## src/rtl/fetch_sequencer.sv

```systemverilog
// ---------------------------------------------------------------------------
// fetch_sequencer
//
// Instruction-fetch controller for a single-issue MIPS pipeline. It owns the
// program counter and drives the combinational instruction memory. It captures
// the returned word into the IF/ID pipeline register. It honours hazard stalls
// and turns EX-stage redirects (taken branch / jump) into a NOP bubble, so
// software does not need hand-placed stall instructions.
//
// Ports
//   clk            in   system clock, all state updates on rising edge
//   reset          in   synchronous active-high reset, overrides everything
//   stall_in       in   hold PC and IF/ID this cycle
//   redirect_valid in   load redirect_pc (wins over stall_in)
//   redirect_pc    in   redirect target, low two bits forced to zero
//   imem_instr     in   instruction word for pc_out, valid in the same cycle
//   pc_out         out  fetch address (PC register, no input-to-output path)
//   ifid_instr     out  IF/ID instruction register
//   ifid_pc4       out  IF/ID PC+4 register
//   ifid_valid     out  IF/ID holds a real fetched instruction
//   fsm_state      out  00 BOOT, 01 RUN, 10 STALL, 11 FLUSH
//   misalign_err   out  sticky flag: some redirect target was not word aligned
//   fetch_count    out  instructions captured into IF/ID (saturating)
//   bubble_count   out  stall / redirect bubble cycles (saturating)
// ---------------------------------------------------------------------------
module fetch_sequencer #(
    parameter logic [31:0] RESET_PC  = 32'd100,
    parameter logic [31:0] NOP_INSTR = 32'h0000_0000,
    parameter logic [31:0] PC_STEP   = 32'd4
) (
    input  logic        clk,
    input  logic        reset,
    input  logic        stall_in,
    input  logic        redirect_valid,
    input  logic [31:0] redirect_pc,
    input  logic [31:0] imem_instr,
    output logic [31:0] pc_out,
    output logic [31:0] ifid_instr,
    output logic [31:0] ifid_pc4,
    output logic        ifid_valid,
    output logic [1:0]  fsm_state,
    output logic        misalign_err,
    output logic [31:0] fetch_count,
    output logic [15:0] bubble_count
);

    typedef enum logic [1:0] {
        S_BOOT  = 2'b00,
        S_RUN   = 2'b01,
        S_STALL = 2'b10,
        S_FLUSH = 2'b11
    } state_t;

    state_t      state_q, state_d;
    logic [31:0] pc_q, pc_d;
    logic [31:0] ifid_instr_q, ifid_instr_d;
    logic [31:0] ifid_pc4_q, ifid_pc4_d;
    logic        ifid_valid_q, ifid_valid_d;
    logic        misalign_q, misalign_d;
    logic [31:0] fetch_count_q, fetch_count_d;
    logic [15:0] bubble_count_q, bubble_count_d;

    // Sequential successor; wraps modulo 2^32 by construction.
    logic [31:0] pc_next_seq;
    assign pc_next_seq = pc_q + PC_STEP;

    // Saturating increments: the counters stick at all-ones.
    logic [31:0] fetch_count_inc;
    logic [15:0] bubble_count_inc;
    assign fetch_count_inc  = (&fetch_count_q)  ? fetch_count_q  : fetch_count_q + 32'd1;
    assign bubble_count_inc = (&bubble_count_q) ? bubble_count_q : bubble_count_q + 16'd1;

    always_comb begin
        state_d        = state_q;
        pc_d           = pc_q;
        ifid_instr_d   = ifid_instr_q;
        ifid_pc4_d     = ifid_pc4_q;
        ifid_valid_d   = ifid_valid_q;
        misalign_d     = misalign_q;
        fetch_count_d  = fetch_count_q;
        bubble_count_d = bubble_count_q;

        if (redirect_valid) begin
            // The word on imem_instr is wrong-path and is dropped. ifid_pc4
            // keeps its old value, because ifid_valid=0 marks the slot as a bubble.
            pc_d           = {redirect_pc[31:2], 2'b00};
            ifid_instr_d   = NOP_INSTR;
            ifid_valid_d   = 1'b0;
            bubble_count_d = bubble_count_inc;
            if (redirect_pc[1:0] != 2'b00) begin
                misalign_d = 1'b1;
            end
            state_d = S_FLUSH;
        end else if (stall_in) begin
            bubble_count_d = bubble_count_inc;
            // BOOT and FLUSH keep their identity while held, because IF/ID
            // still has no real instruction. A hold after real fetches is STALL.
            case (state_q)
                S_RUN, S_STALL: state_d = S_STALL;
                default:        state_d = state_q;
            endcase
        end else begin
            ifid_instr_d  = imem_instr;
            ifid_pc4_d    = pc_next_seq;
            ifid_valid_d  = 1'b1;
            pc_d          = pc_next_seq;
            fetch_count_d = fetch_count_inc;
            state_d       = S_RUN;
        end
    end

    always_ff @(posedge clk) begin
        if (reset) begin
            state_q        <= S_BOOT;
            pc_q           <= RESET_PC;
            ifid_instr_q   <= NOP_INSTR;
            ifid_pc4_q     <= 32'd0;
            ifid_valid_q   <= 1'b0;
            misalign_q     <= 1'b0;
            fetch_count_q  <= 32'd0;
            bubble_count_q <= 16'd0;
        end else begin
            state_q        <= state_d;
            pc_q           <= pc_d;
            ifid_instr_q   <= ifid_instr_d;
            ifid_pc4_q     <= ifid_pc4_d;
            ifid_valid_q   <= ifid_valid_d;
            misalign_q     <= misalign_d;
            fetch_count_q  <= fetch_count_d;
            bubble_count_q <= bubble_count_d;
        end
    end

    assign pc_out       = pc_q;
    assign ifid_instr   = ifid_instr_q;
    assign ifid_pc4     = ifid_pc4_q;
    assign ifid_valid   = ifid_valid_q;
    assign fsm_state    = state_q;
    assign misalign_err = misalign_q;
    assign fetch_count  = fetch_count_q;
    assign bubble_count = bubble_count_q;

endmodule

```

## config.mk

```make
export PLATFORM = sky130hd
export DESIGN_NAME = fetch_sequencer
export DESIGN_NICKNAME = d
export VERILOG_FILES = /design/src/rtl/fetch_sequencer.sv
export SDC_FILE = /design/constraint.sdc
export NUM_CORES = 1
export LEC_CHECK = 0
export ABC_AREA = 1
export BUFFER_PORTS_ARGS = -buffer_cell sky130_fd_sc_hd__buf_4
export CORE_ASPECT_RATIO = 1.5
export CORE_MARGIN = 3
export CORE_UTILIZATION = 45
export CTS_CLUSTER_SIZE = 8
export DETAILED_ROUTE_END_ITERATION = 8
export GPL_TIMING_DRIVEN = 0
export PLACE_DENSITY = 0.71
export SLEW_MARGIN = 20
export SYNTH_ARGS = -nofsm -noshare
export SYNTH_HDL_FRONTEND = slang
export SYNTH_SLANG_ARGS = --single-unit
```

## constraint.sdc

```tcl
create_clock -name clk -period 2 [get_ports clk]
set_input_delay 0.4 -clock clk [delete_from_list [all_inputs] [get_ports clk]]
set_output_delay 0.4 -clock clk [all_outputs]
set_load 0.005 [all_outputs]
```

==> impl_results.md, run 1 <==
- First-pass DRT Iterations: 5
- Share of layout cells above drive strength 1: a little under a quarter
- Fmax achieved: 532 MHz
- Post-synth EDFFs: 0
- Clock Latency Late Sink: 0.43 ns
- Clk buf depth: 2
- Worst path required time: 2.29 ns
- Final slew viol count: 0
- Gr busiest metal: met2
- Peak fanout along the critical path: 10
- CTS tree: yes
- Final hold violation count: 0
- Post-CTS Setup Bufs: 0
- Number of global-route vias before repair: 7453
- # port buffers: between 200 and 250
- Filler cell count: 1571
- Initial DRC count: 385
- Total chip power: approximately 7 mW
- Post-layout min period: about 1.9 ns
- HPWL after DPL: 17800 µm
- Die width: between 100 and 150 µm
- Maximum vdd drop: between 500 and 600 µV
- Vias post-DR: 7890
- Max cap viols: 0
- Slew margin rel.: 52.3%
- Synth Instances: 1115
- Row count: between 50 and 60
- Prevailing post-synth register cell: dfxtp_1
- Met1 GRT Util: just under 30%
- Clock transition at path regs: about 0.070 ns
- First-pass GRT wire length: 36400 µm
- Outcome: finished, final reports clean
- LEAKAGE: 4.11 nW
- Global route total overflow: 0
- Hold Crit Start: redirect_pc[2]
- Arrival time at the worst endpoint: 2.17 ns
- Hold WC Path Type: input pin to flip-flop
- Pin count of the biggest net entering global routing: 17
- Core Box Area: 15800 µm²
- Starting Density: around 46%
- Crit end category: flip-flop
- Final period utilization: 94.0%
- R2R Path Start: fetch_count[0]$_SDFFE_PP0P_
- Root buf cell: clkbuf_16
- H-tree levels: 4
- Yosys warns: 0
- FF+latch count, synth: ~140
- Final WL: 23100 µm
- Hold slack final: 0.214 ns
- TritonCTS Sinks: 144
- Worst Skew: 0.00876 ns
- Die height: about 160 µm
- Crit path kind: flip-flop to flip-flop
- Total track usage: between 20% and 30%
- Fin nets: between 1000 and 1500
- WHS Endpoint: pc_out[2]$_SDFFE_PP1P_
- Met2 Use GR: 46.0%
- Share of synthesized flip-flops with an asynchronous set or reset: 0%
- Die area: between 15000 and 20000 µm²
- Number of distinct library cells after synthesis: 37
- GR met3 Demand/Resource: 6.80%
- DRC viols: 0
- Sequential share of the synthesized area: 39.6%
- Mapped cell area: ~7300 µm²
- Post-detailed-route via-to-cell ratio: a little over 5
- R2R Setup Slk: 0.12 ns
- CP Launch Type: flip-flop
- Placer congestion estimate: between 0.9 and 1
- Syn Area/Cell: about 6.5 µm²
- Worst hold stages: 3
- Actual slew at the worst max-slew pin: ~0.71 ns
- N_diodes: 0
- Top-Level Pins: 216
- Wirelength per Cell: 14.8 µm
- R2R cell count: 11
- Pwr Density: 717 nW/µm²
- R2R Path End: fetch_count[23]$_SDFFE_PP0P_
- Routed Antenna Nets: 0
- Initial antenna violation count: 0
- # setup viols final: 0
- TritonCTS buffer count: 17
- Area growth syn-to-layout: 34.2%
==> how the worst max path moves through the flow <==
stage | slack [ns] | from | cells after the start | end
3_3_place_gp | -0.18 | pc_out[2]$_SDFFE_PP1P_ | 10 | ifid_pc4[30]$_SDFFE_PP0P_
4_1_cts | 0.003 | bubble_count[0]$_SDFFE_PP0P_ | 9 | bubble_count[2]$_SDFFE_PP0P_
6_report | 0.12 | fetch_count[0]$_SDFFE_PP0P_ | 11 | fetch_count[23]$_SDFFE_PP0P_
2_1_floorplan | 0.28 | fetch_count[0]$_SDFFE_PP0P_ | 11 | fetch_count[22]$_SDFFE_PP0P_
5_1_grt | -0.03 | bubble_count[1]$_SDFFE_PP0P_ | 9 | bubble_count[2]$_SDFFE_PP0P_
3_5_place_dp | -0.21 | pc_out[2]$_SDFFE_PP1P_ | 10 | pc_out[30]$_SDFFE_PP0P_
==> cell usage in the layout (no fill, tap or decap), types with 2 or more instances in the layout <==
cell type and n:
bufinv_16 2, xor2_1 15, clkbuf_1 30, nand4_1 11
clkinv_4 2, inv_6 6, clkinvlp_4 2, a21oi_1 100
nand2_4 2, nand3_2 2, o21ai_0 40, a31oi_1 6
or2_2 4, nand2_1 417, nor2_1 118, buf_2 7
inv_2 2, dfxtp_1 139, ha_2 2, nor2_4 4
clkinv_1 2, inv_8 2, nand2_2 11, nor2_2 3
inv_1 77, nor3_1 7, clkbuf_16 17, nand3_1 58
dfxtp_2 5, conb_1 4, xnor2_1 11, buf_6 2
buf_4 214, a21oi_2 13, nand3b_1 10
==> synth_stat cells (4+ instances only) <==
master / instances / area, µm²
nand2_1: 417 / 1570
nor3_1: 7 / 35.0
clkbuf_1: 30 / 113
buf_2: 7 / 35.0
nor2_1: 120 / 450
o21ai_0: 40 / 200
inv_1: 78 / 293
dfxtp_1: 144 / 2880
nand3b_1: 10 / 75.1
or2_2: 4 / 25.0
buf_4: 5 / 37.5
xor2_1: 15 / 131
nand4_1: 11 / 68.8
xnor2_1: 11 / 96.3
a31oi_1: 6 / 37.5
a21oi_1: 100 / 500
a21oi_2: 13 / 114
nand2_2: 12 / 75.1
nand3_1: 60 / 300
==> worst max-delay path: stages (launching register included) <==
cell and delay (ns):
dfxtp_2 0.37, ha_2 0.22, inv_1 0.07, nor2_4 0.17, nand2_4 0.11, nor2_8 0.15, nand3_4 0.14, nand2_8 0.14
inv_4 0.08, buf_6 0.15, nand2_1 0.08, a21oi_2 0.05
==> where the power goes <==
group | total [mW] | internal [mW] | switching (mW)
Clock | 3.28 | 1.88 | 1.40
Combinational | 0.669 | 0.310 | 0.360
Sequential | 3.06 | 2.96 | 0.0959
==> final cells by class <==
| cell class | instances | area [µm²] | area share [%] |
|---|---|---|---|
| clock inverter | 15 | 173 | 1.77 |
| sequential | 144 | 2890 | 29.6 |
| buffer | 45 | 223 | 2.28 |
| inverter | 82 | 310 | 3.17 |
| clock buffer | 17 | 425 | 4.35 |
| timing repair buffer | 209 | 1570 | 16.1 |
| multi-input combinational | 847 | 3930 | 40.2 |
| tap | 203 | 254 | 2.60 |
==> layer usage <==
layer | part of all wire [%] | routed length [µm]
met3 | 6.6 | 1520
met5 | 0 | 0
met1 | 39 | 8990
met2 | 52 | 12000
met4 | 2.5 | 575
==> sequential cells by signal, indices dropped and copies added, names as in the netlist <==
name and count:
pc_out 30, ifid_valid 1, ifid_pc4 30, fetch_count 32, fsm_state 2, ifid_instr 32
bubble_count 16, misalign_err 1
==> cell families (layout without fill, tap and decap cells) <==
kind of cell	after synthesis	count (layout)	share of synthesized area [%]
compound gates	162	162	12.0
xor+xnor	26	26	3.13
fa+ha+maj	3	3	0.515
buf+inv	127	368	7.32
flops	144	144	39.6
other cells	1	4	0.0515
simple gates	652	652	37.4
==> stage by stage <==
| step | cells | util [%] | setup TNS, ns | setup slack, ns | instance area [µm²] |
|---|---|---|---|---|---|
| 2_1_floorplan | 1118 | - | 0 | 0.276 | 7290 |
| 3_3_place_gp | 1530 | 57.8 | -1.54 | -0.178 | 9120 |
| 3_5_place_dp | 1530 | 57.8 | -2.23 | -0.214 | 9120 |
| 4_1_cts | 1562 | 61.7 | 0 | 0.00317 | 9730 |
| 5_1_grt | 1562 | 62.0 | -0.0874 | -0.0258 | 9780 |
| 6_report | 1562 | 62.0 | 0 | 0.120 | 9780 |
==> what timing repair did <==
action	CTS	global route
hold endpoints to repair	0	0
gates resized for setup	3	15
setup endpoints to repair	10	52
hold buffers	0	0
Power figures use the tool's default switching activity.
==> run 2, diff against run 1 <==
==> constraint.sdc (replaced) <==
create_clock -name clk -period 2 [get_ports clk]
set_input_delay 0.1 -clock clk [delete_from_list [all_inputs] [get_ports clk]]
set_output_delay 0.1 -clock clk [all_outputs]
set_load 0.005 [all_outputs]
==> run 2 against run 1 <==
  * Wire length grew 3.4%
  * Critical path type unchanged
  * Worst setup slack worse by 0.0023 ns
  * Die area stayed put
  * Fmax decreased by 0.12%
  * Global-route usage is 0.92 points higher
  * Total power up 1.1%
  * Combinational power up 12%
  * Register-to-register slack hardly changed
  * Sequential share of layout area shrank 1.3 points
  * Core utilization increased by 2.9 points
  * Non-clock buffer count grew 45
  * Hold slack got worse by 0.20 ns
==> impl_results.md, run 2 (synthesis results as in run 1) <==
- CP Launch Type: flip-flop
- Core Box Area: 15800 µm² (unchanged)
- N_diodes: 0 (unchanged)
- Actual slew at the worst max-slew pin: 0.757 ns (+0.0423 ns)
- Number of global-route vias before repair: 7793 (+4.6%)
- HPWL after DPL: 17800 µm (unchanged)
- Share of layout cells above drive strength 1: 22.1% (-0.73 points)
- Total chip power: 7.08 mW (+1.1%)
- Pwr Density: 692 nW/µm² (-3.4%)
- Worst Skew: 0.00892 ns (+0.000166 ns)
- LEAKAGE: 4.30 nW (+4.6%)
- Pin count of the biggest net entering global routing: 17 (unchanged)
- R2R Path Start: fetch_count[0]$_SDFFE_PP0P_
- Global route total overflow: 0 (unchanged)
- Vias post-DR: 8127 (+3.0%)
- Total track usage: 26.9% (+0.92 points)
- Clock Latency Late Sink: 0.43 ns (about the same)
- # setup viols final: 0 (unchanged)
- First-pass DRT Iterations: 5 (unchanged)
- Peak fanout along the critical path: 10 (unchanged)
- Filler cell count: 1485 (-5.5%)
- First-pass GRT wire length: 37700 µm (+3.6%)
- # port buffers: 209 (unchanged)
- Final period utilization: 94.1% (+0.11 points)
- R2R cell count: 11 (unchanged)
- Starting Density: 46.2% (unchanged)
- Root buf cell: clkbuf_16
- Post-detailed-route via-to-cell ratio: 5.06 (+0.12%)
- Fin nets: 1462 (+3.2%)
- Arrival time at the worst endpoint: 2.17 ns (about the same)
- Row count: 56 (unchanged)
- TritonCTS buffer count: 17 (unchanged)
- Hold Crit Start: redirect_pc[13]
- Clock transition at path regs: 0.07 ns (about the same)
- Most frequent cells in the layout: nand2_1 (417), buf_4 (214), dfxtp_1 (139), nor2_1 (118), a21oi_1 (100)
- Initial antenna violation count: 0 (unchanged)
- CTS tree: yes
- Final hold violation count: 0 (unchanged)
- Final WL: 23900 µm (+3.4%)
- Fmax achieved: 531 MHz (-0.12%)
- DRC viols: 0 (unchanged)
- WHS Endpoint: pc_out[13]$_SDFFE_PP0P_
- Post-CTS Setup Bufs: 0 (unchanged)
- Crit path kind: flip-flop to flip-flop
- Worst hold stages: 5 (+2)
- Initial DRC count: 436 (+13%)
- Hold WC Path Type: input pin to flip-flop
- Most common cell after layout, fill and taps aside: nand2_1
- Worst path required time: 2.29 ns (about the same)
- Die area: 17800 µm² (unchanged)
- Slew margin rel.: 49.5% (-2.8 points)
- Clk buf depth: 2 (unchanged)
- Maximum vdd drop: 562 µV (about the same)
- TritonCTS Sinks: 144 (unchanged)
- Top-Level Pins: 216 (unchanged)
- Wirelength per Cell: 14.9 µm (+0.53%)
- Routed Antenna Nets: 0 (unchanged)
- R2R Path End: fetch_count[23]$_SDFFE_PP0P_
- Post-layout min period: 1.88 ns (+0.00225 ns)
- Crit end category: flip-flop
- Die height: 162 µm (unchanged)
- Placer congestion estimate: 0.976 (unchanged)
- R2R Setup Slk: 0.12 ns (about the same)
- H-tree levels: 4 (unchanged)
- Outcome: finished, final reports clean
- Area growth syn-to-layout: 40.4%
- Die width: 110 µm (unchanged)
- Setup total negative slack: 0 ns (unchanged)
- Max cap viols: 0 (unchanged)
- Final slew viol count: 0 (unchanged)
-- run 2: routing by layer --
layer | track usage, % | share of wire, % | wire [µm]
met1 | 30.0 | 38 | 9100
met2 | 48.2 | 53 | 12600
met3 | 6.60 | 6.4 | 1520
met4 | 10.1 | 3.0 | 726
met5 | 0 | 0 | 0
-- run 2: cell type report --
type                            count  area (µm²)  share of cell area [%]
Multi-Input combinational cell    847        3930                    38.5
Sequential cell                   144        2890                    28.3
Timing Repair Buffer              254        2020                    19.7
Clock buffer                       17         425                    4.16
Inverter                           82         310                    3.03
Tap cell                          203         254                    2.48
Buffer                             45         223                    2.18
Clock inverter                     15         173                    1.69
-- run 2: through the flow --
step / cells / utilization [%] / hold slack (ns) / setup slack (ns) / instance area [µm²]
2_1_floorplan: 1118 / - / 0.241 / 0.276 / 7290
3_3_place_gp: 1530 / 57.8 / 0.336 / -0.178 / 9120
3_5_place_dp: 1530 / 57.8 / 0.346 / -0.214 / 9120
4_1_cts: 1607 / 64.5 / 0.00244 / 0.00317 / 10200
5_1_grt: 1607 / 64.9 / 0.0205 / -0.0258 / 10200
6_report: 1607 / 64.9 / 0.0121 / 0.118 / 10200
-- run 2: worst max path at each step --
stage / start / endpoint / slack [ns]
4_1_cts: bubble_count[0]$_SDFFE_PP0P_ / bubble_count[2]$_SDFFE_PP0P_ / 0.003
5_1_grt: bubble_count[1]$_SDFFE_PP0P_ / bubble_count[2]$_SDFFE_PP0P_ / -0.03
2_1_floorplan: fetch_count[0]$_SDFFE_PP0P_ / fetch_count[22]$_SDFFE_PP0P_ / 0.28
3_3_place_gp: pc_out[2]$_SDFFE_PP1P_ / ifid_pc4[30]$_SDFFE_PP0P_ / -0.18
3_5_place_dp: pc_out[2]$_SDFFE_PP1P_ / pc_out[30]$_SDFFE_PP0P_ / -0.21
6_report: fetch_count[0]$_SDFFE_PP0P_ / fetch_count[23]$_SDFFE_PP0P_ / 0.12
-- run 2: report_power, final --
part / total [mW] / internal (mW) / switching (mW) / leakage [nW]
Sequential: 3.06 / 2.96 / 0.0964 / 1.17
Combinational: 0.749 / 0.367 / 0.381 / 2.84
Clock: 3.27 / 1.88 / 1.40 / 0.289
Total: 7.08 / 5.21 / 1.87 / 4.30
-- run 2: critical path, stage by stage (launching register included) --
cell	delay, ns
dfxtp_2	0.37
ha_2	0.22
inv_1	0.07
nor2_4	0.17
nand2_4	0.11
nor2_8	0.15
nand3_4	0.14
nand2_8	0.14
inv_4	0.08
buf_6	0.15
nand2_1	0.08
a21oi_2	0.05
-- run 2: what timing repair did --
action | in CTS | in global routing
gates cloned | 0 | 0
gates resized for setup | 3 | 15
hold endpoints to repair | 43 | 0
setup endpoints to repair | 10 | 52
hold buffers | 45 | 0
